## src/rtl/aes_mix_add_round_key_nb_pkg.sv

```systemverilog
// Shared types, constants and GF(2^8) helpers for the MixColumns/AddRoundKey stage.
package aes_mc_pkg;

  typedef enum logic [2:0] {
    StIdle,
    StRd01,
    StRd23,
    StCap,
    StWr01,
    StWr23,
    StDone
  } state_e;

  // Low byte of the AES field polynomial x^8 + x^4 + x^3 + x + 1.
  localparam logic [7:0]  GfPoly     = 8'h1B;
  localparam logic [31:0] LOCK_CONST = 32'hA5C3_5A3C;

  function automatic logic [7:0] xtime(input logic [7:0] b);
    return {b[6:0], 1'b0} ^ (b[7] ? GfPoly : 8'h00);
  endfunction

  // Only ever called with constant multipliers, so this folds to a small XOR network.
  function automatic logic [7:0] gmul(input logic [7:0] b, input logic [7:0] c);
    logic [7:0] acc;
    logic [7:0] p;
    acc = '0;
    p   = b;
    for (int i = 0; i < 8; i++) begin
      if (c[i]) acc ^= p;
      p = xtime(p);
    end
    return acc;
  endfunction

endpackage

```

## src/rtl/aes_mix_add_round_key_nb_if.sv

```systemverilog
// Block handshake plus dual-port state memory bus for the mix/add-round-key stage.
interface aes_mix_add_round_key_nb_if #(
  parameter int unsigned NB     = 4,
  parameter int unsigned ADDR_W = $clog2(4 * NB)
) ();
  logic              ap_start;
  logic              ap_done;
  logic              ap_idle;
  logic              ap_ready;
  logic              inv;
  logic              final_rnd;
  logic [32*NB-1:0]  round_key;
  logic [ADDR_W-1:0] statemt_address0;
  logic              statemt_ce0;
  logic              statemt_we0;
  logic [31:0]       statemt_d0;
  logic [31:0]       statemt_q0;
  logic [ADDR_W-1:0] statemt_address1;
  logic              statemt_ce1;
  logic              statemt_we1;
  logic [31:0]       statemt_d1;
  logic [31:0]       statemt_q1;

  // Controller and state memory side.
  modport master (
    output ap_start, inv, final_rnd, round_key, statemt_q0, statemt_q1,
    input  ap_done, ap_idle, ap_ready,
    input  statemt_address0, statemt_ce0, statemt_we0, statemt_d0,
    input  statemt_address1, statemt_ce1, statemt_we1, statemt_d1
  );

  // Round stage side.
  modport slave (
    input  ap_start, inv, final_rnd, round_key, statemt_q0, statemt_q1,
    output ap_done, ap_idle, ap_ready,
    output statemt_address0, statemt_ce0, statemt_we0, statemt_d0,
    output statemt_address1, statemt_ce1, statemt_we1, statemt_d1
  );
endinterface

```

## src/rtl/aes_mix_add_round_key_nb_mix_col.sv

```systemverilog
// Combinational MixColumns / InvMixColumns of one column; final_rnd passes bytes through.
module aes_mix_col
  import aes_mc_pkg::*;
(
  input  logic [3:0][7:0] col_in,
  input  logic            inv,
  input  logic            final_rnd,
  output logic [3:0][7:0] col_out
);

  logic [3:0][7:0] coef;

  // Row r multiplies col_in[(r+k)%4] by coef[k]: the matrix row rotated by r.
  always_comb begin
    coef    = inv ? {8'h09, 8'h0D, 8'h0B, 8'h0E} : {8'h01, 8'h01, 8'h03, 8'h02};
    col_out = '0;
    for (int r = 0; r < 4; r++) begin
      if (final_rnd) begin
        col_out[r] = col_in[r];
      end else begin
        for (int k = 0; k < 4; k++) begin
          col_out[r] ^= gmul(col_in[2'(r + k)], coef[k]);
        end
      end
    end
  end

endmodule

```

## src/rtl/aes_mix_add_round_key_nb.sv

```systemverilog
// MixColumns/InvMixColumns + AddRoundKey over an NB-column state held in dual-port memory.
// Columns are mixed in place, two bytes read or written per cycle.
// Optional build macro LOCK_KEY_EN adds a locking_key input folded into every key column.
module aes_mix_add_round_key_nb
  import aes_mc_pkg::*;
#(
  parameter int unsigned NB     = 4,
  parameter int unsigned ADDR_W = $clog2(4 * NB)
) (
  input logic ap_clk,
  input logic ap_rst_n,
`ifdef LOCK_KEY_EN
  input logic [31:0] locking_key,
`endif
  aes_mix_add_round_key_nb_if.slave bus
);

  localparam int unsigned ColW = $clog2(NB);

  state_e            state_q;
  logic [ColW-1:0]   col_q;
  logic              inv_q;
  logic              final_q;
  logic [32*NB-1:0]  key_q;
  logic [3:0][7:0]   a_q;
  logic              done_q;
  logic              idle_q;
  logic              ce0_q, ce1_q, we0_q, we1_q;
  logic [ADDR_W-1:0] addr0_q, addr1_q;
  logic [7:0]        d0_q, d1_q;

  logic [3:0][7:0]   mix_in;
  logic [3:0][7:0]   mix_out;
  logic [3:0][7:0]   res;
  logic [31:0]       key_col;
  logic              unused_q;

  assign unused_q = ^{bus.statemt_q0[31:8], bus.statemt_q1[31:8]};

  // In CAP rows 2/3 are still on the read ports, so feed them straight in to have row 0/1
  // results ready for WR01.
  always_comb begin
    mix_in = a_q;
    if (state_q == StCap) begin
      mix_in[2] = bus.statemt_q0[7:0];
      mix_in[3] = bus.statemt_q1[7:0];
    end
  end

  aes_mix_col u_mix_col (
    .col_in   (mix_in),
    .inv      (inv_q),
    .final_rnd(final_q),
    .col_out  (mix_out)
  );

  // AddRoundKey on the current column.
  always_comb begin
    key_col = key_q[32*int'(col_q) +: 32];
`ifdef LOCK_KEY_EN
    key_col = key_col ^ locking_key ^ LOCK_CONST;
`endif
    for (int r = 0; r < 4; r++) begin
      res[r] = mix_out[r] ^ key_col[31-8*r -: 8];
    end
  end

  // Sequencer with registered memory strobes and handshake outputs.
  always_ff @(posedge ap_clk or negedge ap_rst_n) begin
    if (!ap_rst_n) begin
      state_q <= StIdle;
      col_q   <= '0;
      inv_q   <= 1'b0;
      final_q <= 1'b0;
      key_q   <= '0;
      a_q     <= '0;
      done_q  <= 1'b0;
      idle_q  <= 1'b1;
      ce0_q   <= 1'b0;
      ce1_q   <= 1'b0;
      we0_q   <= 1'b0;
      we1_q   <= 1'b0;
      addr0_q <= '0;
      addr1_q <= '0;
      d0_q    <= '0;
      d1_q    <= '0;
    end else begin
      done_q <= 1'b0;
      ce0_q  <= 1'b0;
      ce1_q  <= 1'b0;
      we0_q  <= 1'b0;
      we1_q  <= 1'b0;
      unique case (state_q)
        StIdle: begin
          if (bus.ap_start) begin
            state_q <= StRd01;
            idle_q  <= 1'b0;
            col_q   <= '0;
            inv_q   <= bus.inv;
            final_q <= bus.final_rnd;
            key_q   <= bus.round_key;
            ce0_q   <= 1'b1;
            ce1_q   <= 1'b1;
            addr0_q <= {{ColW{1'b0}}, 2'd0};
            addr1_q <= {{ColW{1'b0}}, 2'd1};
          end
        end
        StRd01: begin
          state_q <= StRd23;
          ce0_q   <= 1'b1;
          ce1_q   <= 1'b1;
          addr0_q <= {col_q, 2'd2};
          addr1_q <= {col_q, 2'd3};
        end
        StRd23: begin
          state_q <= StCap;
          a_q[0]  <= bus.statemt_q0[7:0];
          a_q[1]  <= bus.statemt_q1[7:0];
        end
        StCap: begin
          state_q <= StWr01;
          a_q[2]  <= bus.statemt_q0[7:0];
          a_q[3]  <= bus.statemt_q1[7:0];
          ce0_q   <= 1'b1;
          ce1_q   <= 1'b1;
          we0_q   <= 1'b1;
          we1_q   <= 1'b1;
          addr0_q <= {col_q, 2'd0};
          addr1_q <= {col_q, 2'd1};
          d0_q    <= res[0];
          d1_q    <= res[1];
        end
        StWr01: begin
          state_q <= StWr23;
          ce0_q   <= 1'b1;
          ce1_q   <= 1'b1;
          we0_q   <= 1'b1;
          we1_q   <= 1'b1;
          addr0_q <= {col_q, 2'd2};
          addr1_q <= {col_q, 2'd3};
          d0_q    <= res[2];
          d1_q    <= res[3];
        end
        StWr23: begin
          if (col_q == ColW'(NB - 1)) begin
            state_q <= StDone;
            done_q  <= 1'b1;
          end else begin
            state_q <= StRd01;
            col_q   <= col_q + 1'b1;
            ce0_q   <= 1'b1;
            ce1_q   <= 1'b1;
            addr0_q <= {col_q + 1'b1, 2'd0};
            addr1_q <= {col_q + 1'b1, 2'd1};
          end
        end
        StDone: begin
          state_q <= StIdle;
          idle_q  <= 1'b1;
        end
        default: state_q <= StIdle;
      endcase
    end
  end

  assign bus.ap_done          = done_q;
  assign bus.ap_ready         = done_q;
  assign bus.ap_idle          = idle_q;
  assign bus.statemt_address0 = addr0_q;
  assign bus.statemt_ce0      = ce0_q;
  assign bus.statemt_we0      = we0_q;
  assign bus.statemt_d0       = {24'h0, d0_q};
  assign bus.statemt_address1 = addr1_q;
  assign bus.statemt_ce1      = ce1_q;
  assign bus.statemt_we1      = we1_q;
  assign bus.statemt_d1       = {24'h0, d1_q};

endmodule

```

## src/flat_wrapper.sv

```systemverilog
// flat-port wrapper written by rule: the top's interface ports become plain ports
module aes_mix_add_round_key_nb_flat import aes_mc_pkg::*;
#(
  parameter int unsigned NB     = 4,
  parameter int unsigned ADDR_W = $clog2(4 * NB)
)
  (ap_clk, ap_rst_n, bus_ap_start, bus_inv, bus_final_rnd, bus_round_key, bus_statemt_q0, bus_statemt_q1, bus_ap_done, bus_ap_idle, bus_ap_ready, bus_statemt_address0, bus_statemt_ce0, bus_statemt_we0, bus_statemt_d0, bus_statemt_address1, bus_statemt_ce1, bus_statemt_we1, bus_statemt_d1);
  aes_mix_add_round_key_nb_if #(.NB(NB), .ADDR_W(ADDR_W)) bus_i ();
  input logic ap_clk;
  input logic ap_rst_n;
  input wire logic [$bits(bus_i.ap_start)-1:0] bus_ap_start;
  input wire logic [$bits(bus_i.inv)-1:0] bus_inv;
  input wire logic [$bits(bus_i.final_rnd)-1:0] bus_final_rnd;
  input wire logic [$bits(bus_i.round_key)-1:0] bus_round_key;
  input wire logic [$bits(bus_i.statemt_q0)-1:0] bus_statemt_q0;
  input wire logic [$bits(bus_i.statemt_q1)-1:0] bus_statemt_q1;
  output wire logic [$bits(bus_i.ap_done)-1:0] bus_ap_done;
  output wire logic [$bits(bus_i.ap_idle)-1:0] bus_ap_idle;
  output wire logic [$bits(bus_i.ap_ready)-1:0] bus_ap_ready;
  output wire logic [$bits(bus_i.statemt_address0)-1:0] bus_statemt_address0;
  output wire logic [$bits(bus_i.statemt_ce0)-1:0] bus_statemt_ce0;
  output wire logic [$bits(bus_i.statemt_we0)-1:0] bus_statemt_we0;
  output wire logic [$bits(bus_i.statemt_d0)-1:0] bus_statemt_d0;
  output wire logic [$bits(bus_i.statemt_address1)-1:0] bus_statemt_address1;
  output wire logic [$bits(bus_i.statemt_ce1)-1:0] bus_statemt_ce1;
  output wire logic [$bits(bus_i.statemt_we1)-1:0] bus_statemt_we1;
  output wire logic [$bits(bus_i.statemt_d1)-1:0] bus_statemt_d1;
  assign bus_i.ap_start = bus_ap_start;
  assign bus_i.inv = bus_inv;
  assign bus_i.final_rnd = bus_final_rnd;
  assign bus_i.round_key = bus_round_key;
  assign bus_i.statemt_q0 = bus_statemt_q0;
  assign bus_i.statemt_q1 = bus_statemt_q1;
  assign bus_ap_done = bus_i.ap_done;
  assign bus_ap_idle = bus_i.ap_idle;
  assign bus_ap_ready = bus_i.ap_ready;
  assign bus_statemt_address0 = bus_i.statemt_address0;
  assign bus_statemt_ce0 = bus_i.statemt_ce0;
  assign bus_statemt_we0 = bus_i.statemt_we0;
  assign bus_statemt_d0 = bus_i.statemt_d0;
  assign bus_statemt_address1 = bus_i.statemt_address1;
  assign bus_statemt_ce1 = bus_i.statemt_ce1;
  assign bus_statemt_we1 = bus_i.statemt_we1;
  assign bus_statemt_d1 = bus_i.statemt_d1;
  aes_mix_add_round_key_nb #(.NB(NB), .ADDR_W(ADDR_W)) u_core (.ap_clk(ap_clk), .ap_rst_n(ap_rst_n), .bus(bus_i));
endmodule
```

## config.mk

```make
export PLATFORM = sky130hd
export DESIGN_NAME = aes_mix_add_round_key_nb_flat
export DESIGN_NICKNAME = d
export VERILOG_FILES = /design/src/rtl/aes_mix_add_round_key_nb_pkg.sv /design/src/rtl/aes_mix_add_round_key_nb_if.sv /design/src/rtl/aes_mix_add_round_key_nb_mix_col.sv /design/src/rtl/aes_mix_add_round_key_nb.sv /design/src/flat_wrapper.sv
export SDC_FILE = /design/constraint.sdc
export NUM_CORES = 1
export LEC_CHECK = 0
export BUFFER_PORTS_ARGS = -buffer_cell sky130_fd_sc_hd__buf_2
export CORE_UTILIZATION = 54
export CTS_CLUSTER_SIZE = 20
export DETAILED_ROUTE_END_ITERATION = 10
export HOLD_SLACK_MARGIN = 0.05
export MAX_ROUTING_LAYER = met4
export PLACE_DENSITY = 0.8
export SETUP_SLACK_MARGIN = 0.1
export SYNTH_ARGS = -nofsm -noshare
export SYNTH_HDL_FRONTEND = slang
export SYNTH_SLANG_ARGS = --single-unit
```

## constraint.sdc

```tcl
create_clock -name ap_clk -period 2.9 [get_ports ap_clk]
set_clock_uncertainty 0.1 [all_clocks]
set_input_delay 0.29 -clock ap_clk [delete_from_list [all_inputs] [get_ports ap_clk]]
set_output_delay 0.29 -clock ap_clk [all_outputs]
set_load 0.05 [all_outputs]
```

; ---- Word-level counts from Yosys, hierarchy flattened
; Index checks and enable logic that the tools add are counted.
[op_classes]
shifts = 1
add_sub_neg = 1
bitwise = 86
mux = 206
reduce_logical = 12
eq_ne = 9
[op_table]
columns = operator, count
row1 = $mux W8, 168
row2 = $xor A8 B8 Y8, 72
row3 = $shiftx A128 B8 Y32, 1
row4 = $xor A8 B5 Y8, 14
row5 = $mux W5, 14
row6 = $pmux W4 S4, 2
row7 = $pmux W8 S2, 2
row8 = $mux W28, 1
row9 = $pmux W3 S6, 1
row10 = $mux W16, 1
row11 = $mux W4, 4
row12 = $eq A3 B3 Y1 const B, 3
row13 = $eq A3 B2 Y1 const B, 2
row14 = $mux W1, 6
row15 = $mux W3, 2
row16 = $reduce_and A3 Y1, 2
row17 = $reduce_bool A2 Y1, 3
row18 = $mux W2, 2
row19 = $ne A2 B2 Y1 const B, 2
row20 = $pmux W2 S2, 1
row21 = $reduce_and A2 Y1, 2
row22 = $reduce_bool A4 Y1, 1
row23 = $reduce_or A2 Y1, 2
row24 = $eq A3 B1 Y1 const B, 1
row25 = other kinds (6), 6
[word_totals]
output_inout_bits = 79
input_bits = 197
reg_bits = 195

; ---- Longest topological paths before layout
; Gate-level depths: netlist (run 1).
[logic_depth]
ltp_word = 30
depth_mapped = 9
depth_no_buf = 7

; ---- Hierarchy
; A second synthesis (run 1) with hierarchy kept.
[unflattened]
cells_unflattened = 789
area_unflattened_um2 = 10626.4
[by_module_without_submodules]
columns = mod, area_each_um2, seq_area_each_um2, instances, cells_per_inst
row1 = aes_mix_add_round_key_nb, 9123.8, 4780.8, 1, 617
row2 = aes_mix_col, 1502.7, 0.0, 1, 172

; ---- Worst setup path after synthesis (run 1)
; No wires, ideal clock.
[synth_path]
path_type = register -> register
start = reg u_core.a_q[14] (netlist name)
end = reg u_core.d0_q[4]
path_slack_ps = 685
path_buffers = 1
stages_incl_launch_ff = 9
setup_ps = 126
arrival_ps = 1989
period_less_slack_ps = 2215
required_ps = 2674
path_cell_list = dfrtp_1 -> buf_6 -> xor2_1 -> mux2_4 -> xnor3_1 -> o21ai_1 -> xnor2_1 -> nor2_1 -> a221o_1
[synth_between]
elab_chain_cells = 27
elab_cells_between_ends = 55
classes_between = mux (30) / bitwise (25)
[synth_lines]
columns = element, line
row1 = start: declaration, aes_mix_add_round_key_nb.sv:25  ; logic [3:0][7:0] a_q;
row2 = $xor A8 B5 Y8 *, aes_mix_add_round_key_nb_pkg.sv:19  ; return {b[6:0], 1'b0} ^ (b[7] ? GfPoly : 8'h00);
row3 = $mux W5 *, aes_mix_add_round_key_nb_pkg.sv:19
row4 = $xor A8 B5 Y8 *, aes_mix_add_round_key_nb_pkg.sv:19
row5 = $xor A8 B8 Y8, aes_mix_add_round_key_nb_pkg.sv:29  ; if (c[i]) acc ^= p;
row6 = $mux W8, aes_mix_add_round_key_nb_pkg.sv:29
row7 = $mux W8, aes_mix_add_round_key_nb_mix_col.sv:18  ; if (final_rnd) begin
row8 = $xor A8 B8 Y8, aes_mix_add_round_key_nb_pkg.sv:29
row9 = $mux W8, aes_mix_add_round_key_nb_pkg.sv:29
row10 = (+9 left out), --
row11 = $mux W8, aes_mix_add_round_key_nb_mix_col.sv:18
row12 = $xor A8 B8 Y8, aes_mix_add_round_key_nb_pkg.sv:29
row13 = $mux W8, aes_mix_add_round_key_nb_pkg.sv:29
row14 = $mux W8, aes_mix_add_round_key_nb_mix_col.sv:18
row15 = $xor A8 B8 Y8 (3 in a row), aes_mix_add_round_key_nb_mix_col.sv:22  ; col_out[r] ^= gmul(col_in[2'(r + k)], coef[k]);
row16 = $mux W8, aes_mix_add_round_key_nb_mix_col.sv:18
row17 = $xor A8 B8 Y8, aes_mix_add_round_key_nb.sv:64  ; res[r] = mix_out[r] ^ key_col[31-8*r -: 8];
row18 = $pmux W8 S2 *, aes_mix_add_round_key_nb.sv:93  ; unique case (state_q)
row19 = end signal: assignment, aes_mix_add_round_key_nb.sv:130  ; d0_q <= res[0];
row20 = end signal: assignment, aes_mix_add_round_key_nb.sv:141  ; d0_q <= res[2];
row21 = end: declaration, aes_mix_add_round_key_nb.sv:30  ; logic [7:0] d0_q, d1_q;
; Mark *: on every way between the ends. The rest lies on a longest branch, timed or not. The select of a mux whose other input is x is not followed.
; A chain may end at the register's enable or synchronous reset.

; ---- Worst setup path in the final report (run 1)
[layout_path]
start = reg u_core.a_q[7] (netlist name)
end = reg u_core.d0_q[6]
[layout_between]
elab_chain_cells = 25
elab_cells_between_ends = 49
classes_between = mux (25) / bitwise (24)
[layout_lines]
columns = element, line
row1 = $mux W5 *, aes_mix_add_round_key_nb_pkg.sv:19
row2 = $xor A8 B5 Y8 * (3 in a row), aes_mix_add_round_key_nb_pkg.sv:19
row3 = $xor A8 B8 Y8, aes_mix_add_round_key_nb_pkg.sv:29
row4 = $mux W8, aes_mix_add_round_key_nb_pkg.sv:29
row5 = $mux W8, aes_mix_add_round_key_nb_mix_col.sv:18
row6 = $xor A8 B8 Y8, aes_mix_add_round_key_nb_pkg.sv:29
row7 = $mux W8, aes_mix_add_round_key_nb_pkg.sv:29
row8 = $mux W8, aes_mix_add_round_key_nb_mix_col.sv:18
row9 = (+5 left out), --
row10 = $mux W8, aes_mix_add_round_key_nb_mix_col.sv:18
row11 = $xor A8 B8 Y8, aes_mix_add_round_key_nb_pkg.sv:29
row12 = $mux W8, aes_mix_add_round_key_nb_pkg.sv:29
row13 = $mux W8, aes_mix_add_round_key_nb_mix_col.sv:18
row14 = $xor A8 B8 Y8 (3 in a row), aes_mix_add_round_key_nb_mix_col.sv:22
row15 = $mux W8, aes_mix_add_round_key_nb_mix_col.sv:18
row16 = $xor A8 B8 Y8, aes_mix_add_round_key_nb.sv:64
row17 = $pmux W8 S2 *, aes_mix_add_round_key_nb.sv:93
; Marks and branches as above.

==> results of run 1 <==
## routing by layer
| metal | global-route usage | vias to the layer above | wire length [um] |
|---|---|---|---|
| li1 | - | 3467 | - |
| met1 | 0.362 | 3839 | 11200 |
| met2 | 0.534 | 281 | 15300 |
| met3 | 0.0673 | 69 | 1620 |
| met4 | 0.127 | 0 | 1010 |
| met5 | - | - | 0 |
## sequential cells by signal, indices dropped and copies added, names as in the netlist
name,count
u_core.a_q,32
u_core.bus.ap_done,1
u_core.bus.ap_idle,1
u_core.bus.statemt_address0,1
u_core.bus.statemt_address1,3
u_core.bus.statemt_ce1,1
u_core.bus.statemt_we1,1
u_core.col_q,2
u_core.d0_q,8
u_core.d1_q,8
u_core.final_q,1
u_core.inv_q,1
u_core.key_q,128
u_core.state_q,3
## final timing paths
kind / slack, ps / cells past startpoint / endpoint / from
max: 370 / 7 / u_core.d0_q[6]$_DFFE_PN0P_ / u_core.a_q[7]$_DFFE_PN0P_
min: 140 / 4 / u_core.bus.ap_idle$_DFFE_PN1P_ / bus_ap_start
max reg2reg: 370 / 7 / u_core.d0_q[6]$_DFFE_PN0P_ / u_core.a_q[7]$_DFFE_PN0P_
min reg2reg: 360 / 1 / u_core.bus.statemt_address1[0]$_DFFE_PN0P_ / u_core.bus.statemt_address1[0]$_DFFE_PN0P_
max in group asynchronous: 1500 / 3 / u_core.key_q[45]$_DFFE_PN0P_ / ap_rst_n
min in group asynchronous: 350 / 2 / u_core.bus.statemt_address1[1]$_DFFE_PN0P_ / ap_rst_n
## worst max-delay path, stage by stage, from the launching register on
cell	delay (ps)
dfrtp_1	560
xnor2_2	410
xor3_1	430
nor4_1	280
a311o_1	220
xnor2_1	100
a22oi_1	170
o21ai_0	120
## cell type report
type | count | share of cell area
tap | 260 | 0.0236
clock buffer | 19 | 0.0329
timing repair buffer | 359 | 0.195
inverter | 9 | 0.00246
clock inverter | 13 | 0.0134
sequential | 191 | 0.348
multi-input combinational | 584 | 0.386
## cells in the mapped netlist (12+ instances only)
cell / number
xnor2_1: 68
clkbuf_1: 26
nor2_1: 18
dfrtp_1: 190
buf_2: 27
nand2_1: 91
buf_4: 57
o21ai_0: 19
mux2i_1: 15
xor2_1: 36
a21oi_1: 15
xnor3_1: 12
mux4_2: 32
mux2_2: 145
## timing repair
item / 4_1_cts / 5_1_grt
hold buffers: 147 / 0
setup buffers: 0 / 0
hold endpoints to repair: 236 / 0
## cells by family after synthesis
family,synth area share
adder cells (fa/ha/maj),0.00118
flip-flops,0.449
XOR/XNOR,0.144
multiplexers,0.237
other,0.000353
buffers and inverters,0.0692
AO/OA/AOI/OAI,0.0445
AND/OR/NAND/NOR,0.0543
## stage by stage
step	power (W)	hold WS [ps]
after global routing	0.0202	185
after global placement	0.0158	278
after CTS	0.0189	118
after floorplan	0.0138	-106
after detailed placement	0.0161	281
final	0.0191	141
## power by group through the flow
stage | clock, W | combinational (W) | sequential [W]
CTS | 0.00253 | 0.0112 | 0.00510
detailed placement | 0 | 0.0110 | 0.00515
global placement | 0 | 0.0107 | 0.00508
finish | 0.00253 | 0.0114 | 0.00522
floorplan | 0 | 0.00883 | 0.00501
global route | 0.00265 | 0.0121 | 0.00536
==> out/qor.csv, run 1 <==
stage,metric,value,unit
outcome,outcome,completed,
detailed_routing,post-route antenna net violation count,0,
synthesis,ys async rst share,1.00,
finish,most frequent cells in the layout,"dfrtp_1 (189), buf_2 (177), dlygate4sd3_1 (147), mux2_2 (145), nand2_1 (91)",
placement,dpl hpwl,18800,um
detailed_routing,Via Count,7656,
clock_tree,post_cts resized,0,
power,Psw,0.00790,W
synthesis,syn avg cell area,12.5,sq um
finish,storage element area,0.00478,sq mm
detailed_routing,initial DRC count,473,
sta,final setup fails,0,
critical_path,worst path arrival time,2730,ps
clock_tree,CTS tree,yes,
detailed_routing,WL final,29200,um
global_route,vias in the first global route,8198,
floorplan,Starting Density,0.559,
clock_tree,clk_lat worst skew,440,ps
finish,ANT cells,0,
synthesis,post-synth cell types,61,
clock_tree,total clock sinks,191,
critical_path,Crit Path Class,reg2reg,
global_route,grt ovf,0,
power,internal power,0.0112,W
floorplan,FP Rows,50,
sta,Final Cycle Share,0.871,
critical_path,Worst Path Max Fanout,9,
floorplan,Die Area,0.0203,sq mm
critical_path,CP Launch Type,flip-flop,
critical_path,Worst Setup End Kind,flip-flop,
sta,"Hold Vio Cnt, Final",0,
finish,share of cells above drive strength 1,0.371,
power,switch share,0.413,
floorplan,chip height,142,um
synthesis,most area-hungry cell type in the Yosys netlist,dfrtp_1,
finish,"commonest non-fill, non-tap cell in the layout",dfrtp_1,
finish,filler instances,1252,
floorplan,Ports,276,
clock_tree,"Reg clk slew, reported paths",70,ps
sta,max_slew headroom,0.318,
placement,Port Buf Inserts,178,
synthesis,top_reg_cell synth,dfrtp_1,
sta,final worst slack,374,ps
critical_path,Worst EP required,3100,ps
sta,unrepaired setup endpoints after global routing,no,
global_route,largest net degree at the start of global routing,82,
finish,Multi-input gate area,0.00530,sq mm
power,worst vdd ir,0.798,mV
synthesis,Mapped Area,0.0106,sq mm
synthesis,yosys warns,0,
finish,Finished Layout Cells,1435,
sta,setup TNS,0,ps
power,Pwr Density,1390,mW/mm^2
sta,worst-margin pin slew,1010,ps
flow_run,max cap viols,0,
synthesis,ranking of synthesized cells by area,"dfrtp_1 (45%), mux2_2 (15%), mux4_2 (6.8%), xnor2_1 (5.6%), buf_4 (4.0%)",
clock_tree,Clock Path Buffers,2,
placement,placement-stage cell area,0.0116,sq mm
placement,pre-CTS setup slack,418,ps
synthesis,Post-synth EDFFs,0,
power,Sequential Power Share,0.273,
sta,fin crit period,2530,ps
synthesis,"Seq/Total Area, Yosys",0.449,
floorplan,Die Span X,142,um
finish,Area Overhead vs Synth,29.3,%
clock_tree,root buffer cell,clkbuf_16,
synthesis,Synth Instances,853,
finish,nets,1360,
finish,Finished Core Util,0.723,
power,combinational share of power,0.595,
power,Leak,6.25,nW
detailed_routing,Via density,5.34,
global_route,initial antenna violation count,0,
global_route,first-pass GRT wire length,45200,um
min_path,Min-Delay Path Class,in2reg,
global_route,GRT Overall Usage,0.314,
detailed_routing,Avg WL per Cell,20.4,um
floorplan,CORE AREA,0.0190,sq mm
detailed_routing,drt drc,0,
synthesis,Yosys top cell area share,0.447,
placement,GPL Wtd Cong,0.911,
clock_tree,H-tree depth,4,
placement,Cell Count Post-Placement,1256,
sta,final slew viol count,0,
synthesis,#FFs+latches synth,191,
clock_tree,CTS Buf Count,17,
detailed_routing,DR pass1 iterations,5,
finish,finished layout cell area,0.0138,sq mm
power,part of the power in the clock network,0.132,
sta,Fmax,396,MHz
Note: power is estimated with default switching activity, not from simulation.
==> run 2, diff against run 1 <==
clock period = 2.76 ns   (was 2.9 ns; I/O delays follow)
==> out/qor.csv, run 2 (synthesized netlist as in run 1, its figures left out) <==
stage,metric,value,unit
sta,unrepaired setup endpoints after global routing,no,
finish,finished layout cell area,0.0137,sq mm
finish,share of cells above drive strength 1,0.370,
clock_tree,CTS Buf Count,17,
critical_path,Critical Path Max Stage Delay,680,ps
power,combinational share of power,0.599,
finish,biggest regs,"u_core.key_q (128), u_core.a_q (32)",
floorplan,Starting Density,0.559,
power,Pwr Density,1450,mW/mm^2
detailed_routing,drt drc,0,
placement,pre-CTS setup slack,197,ps
finish,most frequent cells in the layout,"dfrtp_1 (188), buf_2 (177), dlygate4sd3_1 (147), mux2_2 (145), nand2_1 (91)",
finish,"commonest non-fill, non-tap cell in the layout",dfrtp_1,
power,worst vdd ir,0.902,mV
power,internal power,0.0117,W
finish,max reg flops,128,
detailed_routing,Via Count,7763,
detailed_routing,post-route antenna net violation count,0,
clock_tree,CTS tree,yes,
finish,nets,1359,
global_route,GRT Overall Usage,0.319,
critical_path,Buf/Inv on CP,0,
finish,Top reg by flops,u_core.key_q,
critical_path,Worst Path Max Fanout,11,
finish,filler instances,1294,
critical_path,CP cell instances,xor3_1 -> nand2_1 -> o21ai_0 -> xnor2_1 -> mux2i_1 -> xor2_1 -> a221oi_1,
clock_tree,"Reg clk slew, reported paths",70,ps
critical_path,R2R depth,7,
sta,fin crit period,2580,ps
global_route,largest net degree at the start of global routing,72,
critical_path,worst r2r dst,u_core.d1_q[1]$_DFFE_PN0P_,
power,part of the power in the clock network,0.126,
outcome,outcome,completed,
critical_path,worst path arrival time,2800,ps
critical_path,crit path capture,u_core.d1_q[1]$_DFFE_PN0P_,
floorplan,FP Rows,50,
global_route,first-pass GRT wire length,45900,um
placement,placement-stage cell area,0.0116,sq mm
sta,setup TNS,0,ps
power,Sequential Power Share,0.275,
floorplan,Die Span X,142,um
critical_path,FF-to-FF Start,u_core.a_q[5]$_DFFE_PN0P_,
global_route,most used routing layer in global routing,met2,
placement,GPL Wtd Cong,0.912,
global_route,initial antenna violation count,2,
clock_tree,H-tree depth,4,
clock_tree,Clock Path Buffers,2,
floorplan,Die Area,0.0203,sq mm
detailed_routing,initial DRC count,605,
finish,Finished Core Util,0.721,
global_route,met3 Track Usage GR,0.0585,
global_route,grt ovf,0,
floorplan,chip height,142,um
sta,max_slew headroom,0.342,
min_path,Min-Delay Path Class,in2reg,
sta,Fmax,387,MHz
clock_tree,total clock sinks,191,
sta,final worst slack,179,ps
detailed_routing,Via density,5.40,
clock_tree,clk_lat worst skew,440,ps
power,Psw,0.00824,W
detailed_routing,DR pass1 iterations,5,
power,Leak,6.21,nW
sta,final setup fails,0,
critical_path,flop2flop setup slack,180,ps
detailed_routing,WL final,29900,um
floorplan,CORE AREA,0.0190,sq mm
critical_path,CP Depth,7,
sta,Final Cycle Share,0.935,
critical_path,family with the most delay on the worst path,XOR/XNOR gates,
global_route,vias in the first global route,8102,
critical_path,Worst EP required,2980,ps
power,switch share,0.414,
sta,"Hold Vio Cnt, Final",0,
placement,Port Buf Inserts,178,
critical_path,CP Launch Type,flip-flop,
detailed_routing,Avg WL per Cell,20.8,um
critical_path,Crit Path Class,reg2reg,
critical_path,cell at the slowest stage of the critical path,dfrtp_1,
critical_path,Worst Setup End Kind,flip-flop,
sta,final slew viol count,0,
floorplan,Ports,276,
global_route,met1 Track Usage GR,0.391,
finish,Area Overhead vs Synth,28.8,%
placement,dpl hpwl,18900,um
critical_path,Critical Path Start,u_core.a_q[5]$_DFFE_PN0P_,
global_route,GR Util met2,0.524,
clock_tree,root buffer cell,clkbuf_16,
sta,worst-margin pin slew,975,ps
sta,final hold slack,137,ps
flow_run,max cap viols,0,
[run 2: how the worst min path moves through the flow]
| stage | cells after the start | endpoint | start | slack, ps |
|---|---|---|---|---|
| 6_report | 4 | u_core.bus.ap_idle$_DFFE_PN1P_ | bus_ap_start | 140 |
| 5_1_grt | 4 | u_core.bus.ap_idle$_DFFE_PN1P_ | bus_ap_start | 160 |
| 3_5_place_dp | 1 | u_core.d1_q[6]$_DFFE_PN0P_ | ap_rst_n | 230 |
| 4_1_cts | 4 | u_core.bus.ap_idle$_DFFE_PN1P_ | bus_ap_start | 110 |
| 2_1_floorplan | 0 | u_core.a_q[0]$_DFFE_PN0P_ | ap_rst_n | -120 |
| 3_3_place_gp | 1 | u_core.d1_q[6]$_DFFE_PN0P_ | ap_rst_n | 220 |
[run 2: final cells by class]
| class | instances | area (sq um) | share of cell area |
|---|---|---|---|
| clock inverter | 10 | 121 | 0.00886 |
| inverter | 9 | 33.8 | 0.00246 |
| clock buffer | 22 | 474 | 0.0346 |
| multi-input combinational | 584 | 5300 | 0.387 |
| tap | 260 | 325 | 0.0237 |
| antenna | 3 | 7.51 | 0.000548 |
| timing repair buffer | 358 | 2660 | 0.194 |
| sequential | 191 | 4780 | 0.349 |
[run 2: timing repair]
item	4_1_cts	5_1_grt
gates resized for setup	0	1
hold buffers	147	0
endpoints found under the hold margin	228	0
buffers inserted	0	0
endpoints found under the setup margin	0	3
[run 2: through the flow]
step,std cells,total power (W)
2_1_floorplan,901,0.0145
3_3_place_gp,1255,0.0166
3_5_place_dp,1255,0.0169
4_1_cts,1434,0.0197
5_1_grt,1436,0.0210
6_report,1437,0.0199
[run 2: tightest hold or removal path, stage by stage]
cell	delay (ps)
buf_2	140
nand2_1	60
a21oi_1	130
nor2_1	60
[run 2: metal layers]
| layer | routed length (um) | part of all wire |
|---|---|---|
| met5 | 0 | 0 |
| met4 | 1030 | 0.034 |
| met3 | 1640 | 0.055 |
| met2 | 15400 | 0.51 |
| met1 | 11900 | 0.40 |
[run 2: power groups by stage]
stage / logic (W) / registers (W) / clock network (W)
5_1_grt: 0.0127 / 0.00562 / 0.00264
3_3_place_gp: 0.0113 / 0.00532 / 0
2_1_floorplan: 0.00928 / 0.00526 / 0
4_1_cts: 0.0118 / 0.00537 / 0.00253
3_5_place_dp: 0.0115 / 0.00541 / 0
6_report: 0.0119 / 0.00549 / 0.00251
==> run 3, diff against run 2 <==
SYNTH_HIERARCHICAL = 1   (was default)
==> out/qor.csv, run 3 <==
stage,metric,value,unit
clock_tree,CTS Buf Count,17,
sta,max_slew headroom,0.497,
detailed_routing,post-route antenna net violation count,0,
clock_tree,total clock sinks,191,
clock_tree,Clock Path Buffers,2,
critical_path,Worst Path Max Fanout,3,
global_route,grt ovf,0,
synthesis,post-synth cell types,59,
synthesis,"Seq/Total Area, Yosys",0.450,
sta,final worst slack,66.5,ps
clock_tree,root buffer cell,clkbuf_16,
finish,Finished Core Util,0.739,
synthesis,Post-synth top cells,"dfrtp_1 (190), mux2_2 (173), buf_4 (71)",
finish,biggest regs,"u_core/key_q (128), u_core/a_q (32)",
synthesis,Mapped Area,0.0106,sq mm
critical_path,Worst Setup End Kind,flip-flop,
detailed_routing,Via Count,7661,
critical_path,cell at the slowest stage of the critical path,xor3_2,
finish,storage element area,0.00478,sq mm
critical_path,flop2flop setup slack,70,ps
critical_path,worst path arrival time,2910,ps
power,combinational share of power,0.633,
placement,Port Buf Inserts,178,
power,internal power,0.0124,W
sta,final setup fails,0,
power,Pwr Density,1480,mW/mm^2
clock_tree,clk_lat worst skew,440,ps
synthesis,yosys warns,6,
global_route,vias in the first global route,8183,
clock_tree,H-tree depth,4,
power,part of the power in the clock network,0.117,
finish,share of cells above drive strength 1,0.448,
power,switch share,0.405,
placement,pre-CTS setup slack,50.6,ps
global_route,first-pass GRT wire length,44900,um
min_path,Min-Delay Path Class,in2reg,
sta,"Hold Vio Cnt, Final",0,
power,Psw,0.00844,W
detailed_routing,initial DRC count,403,
synthesis,most frequent cell after synthesis,dfrtp_1,
finish,Top reg by flops,u_core/key_q,
sta,Fmax,371,MHz
synthesis,most area-hungry cell type in the Yosys netlist,dfrtp_1,
power,Tot Pwr,0.0208,W
finish,finished layout cell area,0.0140,sq mm
synthesis,ranking of synthesized cells by area,"dfrtp_1 (45%), mux2_2 (18%), mux4_2 (5.9%), buf_4 (5.0%), xnor2_1 (4.5%)",
sta,final slew viol count,0,
critical_path,CP cell instances,buf_6 -> xnor2_4 -> xor3_2 -> nor2_4 -> xnor3_1 -> mux2_4 -> nor4bb_1 -> mux2_1 -> a221o_1,
critical_path,Crit Path Class,reg2reg,
finish,max reg flops,128,
detailed_routing,WL final,29000,um
synthesis,Yosys top cell area share,0.447,
critical_path,Buf/Inv on CP,1,
floorplan,Die Area,0.0202,sq mm
floorplan,Ports,276,
critical_path,CP Launch Type,flip-flop,
synthesis,ys async rst share,1.00,
synthesis,top_reg_cell synth,dfrtp_1,
critical_path,Worst EP required,2980,ps
power,Sequential Power Share,0.249,
critical_path,family with the most delay on the worst path,XOR/XNOR gates,
synthesis,syn avg cell area,13.5,sq um
finish,most frequent cells in the layout,"dfrtp_1 (187), buf_2 (177), mux2_2 (171), dlygate4sd3_1 (147), buf_4 (56)",
critical_path,Critical Path Max Stage Delay,450,ps
floorplan,Die Span X,142,um
finish,filler instances,1207,
detailed_routing,Via density,5.45,
synthesis,Post-synth EDFFs,0,
placement,GPL Wtd Cong,0.870,
synthesis,Synth Instances,789,
power,worst vdd ir,0.761,mV
floorplan,CORE AREA,0.0190,sq mm
power,Leak,6.23,nW
synthesis,#FFs+latches synth,191,
placement,dpl hpwl,17800,um
detailed_routing,Avg WL per Cell,20.6,um
sta,unrepaired setup endpoints after global routing,yes,
floorplan,Starting Density,0.559,
detailed_routing,drt drc,0,
sta,Final Cycle Share,0.976,
finish,"commonest non-fill, non-tap cell in the layout",dfrtp_1,
placement,placement-stage cell area,0.0117,sq mm
finish,Multi-input gate area,0.00537,sq mm
clock_tree,"Reg clk slew, reported paths",70,ps
floorplan,chip height,142,um
clock_tree,CTS tree,yes,
sta,worst-margin pin slew,751,ps
sta,fin crit period,2690,ps
flow_run,max cap viols,0,
outcome,outcome,completed,
finish,Area Overhead vs Synth,32.2,%
global_route,largest net degree at the start of global routing,83,
global_route,initial antenna violation count,2,
floorplan,FP Rows,50,
global_route,GRT Overall Usage,0.308,
detailed_routing,DR pass1 iterations,5,
finish,nets,1329,
==> run 3: cell count changes in the layout (fill, tap and decap cells not counted), sizes merged, moves of 10 or more <==
| cell | change |
|---|---|
| buf | +33 |
| nand4b | +10 |
| xor2 | -16 |
| a21oi | -13 |
| a211oi | +11 |
| xnor2 | -14 |
| nand2 | -61 |
| nor2 | -10 |
| mux2 | +36 |
| or4bb | +10 |
==> run 3: metal layers <==
metal,vias up,global-route usage,part of all wire,routed length [um]
met4,0,0.170,0.051,1470
li1,3417,-,-,-
met2,315,0.487,0.50,14400
met5,-,-,0,0
met3,97,0.0653,0.061,1760
met1,3832,0.368,0.39,11300
==> run 3: worst paths after layout <==
path	startpoint	end	depth (start not counted)
worst max-delay path	u_core/a_q[7]$_DFFE_PN0P_	u_core/d1_q[6]$_DFFE_PN0P_	9
worst min-delay path	bus_ap_start	u_core/bus.ap_idle$_DFFE_PN1P_	3
worst max register to register	u_core/a_q[7]$_DFFE_PN0P_	u_core/d1_q[6]$_DFFE_PN0P_	9
worst min register to register	u_core/bus.statemt_address1[0]$_DFFE_PN0P_	u_core/bus.statemt_address1[0]$_DFFE_PN0P_	1
max in group asynchronous	ap_rst_n	u_core/key_q[44]$_DFFE_PN0P_	3
min in group asynchronous	ap_rst_n	u_core/key_q[125]$_DFFE_PN0P_	2
==> run 3: power groups by stage <==
stage | Sequential [W] | Combinational (W) | Clock (W)
after detailed placement | 0.00515 | 0.0118 | 0
after CTS | 0.00512 | 0.0122 | 0.00248
after global routing | 0.00535 | 0.0139 | 0.00258
after global placement | 0.00506 | 0.0116 | 0
after floorplan | 0.00529 | 0.00874 | 0
final | 0.00520 | 0.0132 | 0.00245
==> run 3: logic make-up after synthesis <==
logic type,share of synthesized area
multiplexers,0.274
flip-flops,0.450
other,0.000353
XOR/XNOR,0.105
buffers and inverters,0.0737
adder cells (fa/ha/maj),0.00118
AND/OR/NAND/NOR,0.0633
AO/OA/AOI/OAI,0.0325
==> run 3: layout make-up <==
type,instances,share of cell area
repair buffers,391,0.210
well taps,260,0.0232
clock buffers,20,0.0325
diodes,2,0.000356
flip-flops and latches,191,0.341
multi-input cells,523,0.382
inverters,7,0.00187
clock inverters,12,0.00891
==> run 3: repair_timing <==
item	4_1_cts	5_1_grt
endpoints found under the setup margin	5	10
resized for setup	5	26
pin swaps	0	13
hold endpoints to repair	239	0
hold buffers	147	0
setup buffers	2	15
==> run 3: worst min-delay path, stage by stage <==
cell,delay (ps)
buf_2,140
a21boi_0,100
o22a_1,180
==> run 3: metrics by stage <==
step	setup TNS, ps	hold slack [ps]	cells
4_1_cts	0	129	1389
3_5_place_dp	0	258	1208
5_1_grt	-19.6	169	1406
6_report	0	171	1406
3_3_place_gp	0	260	1208
2_1_floorplan	0	-120	837
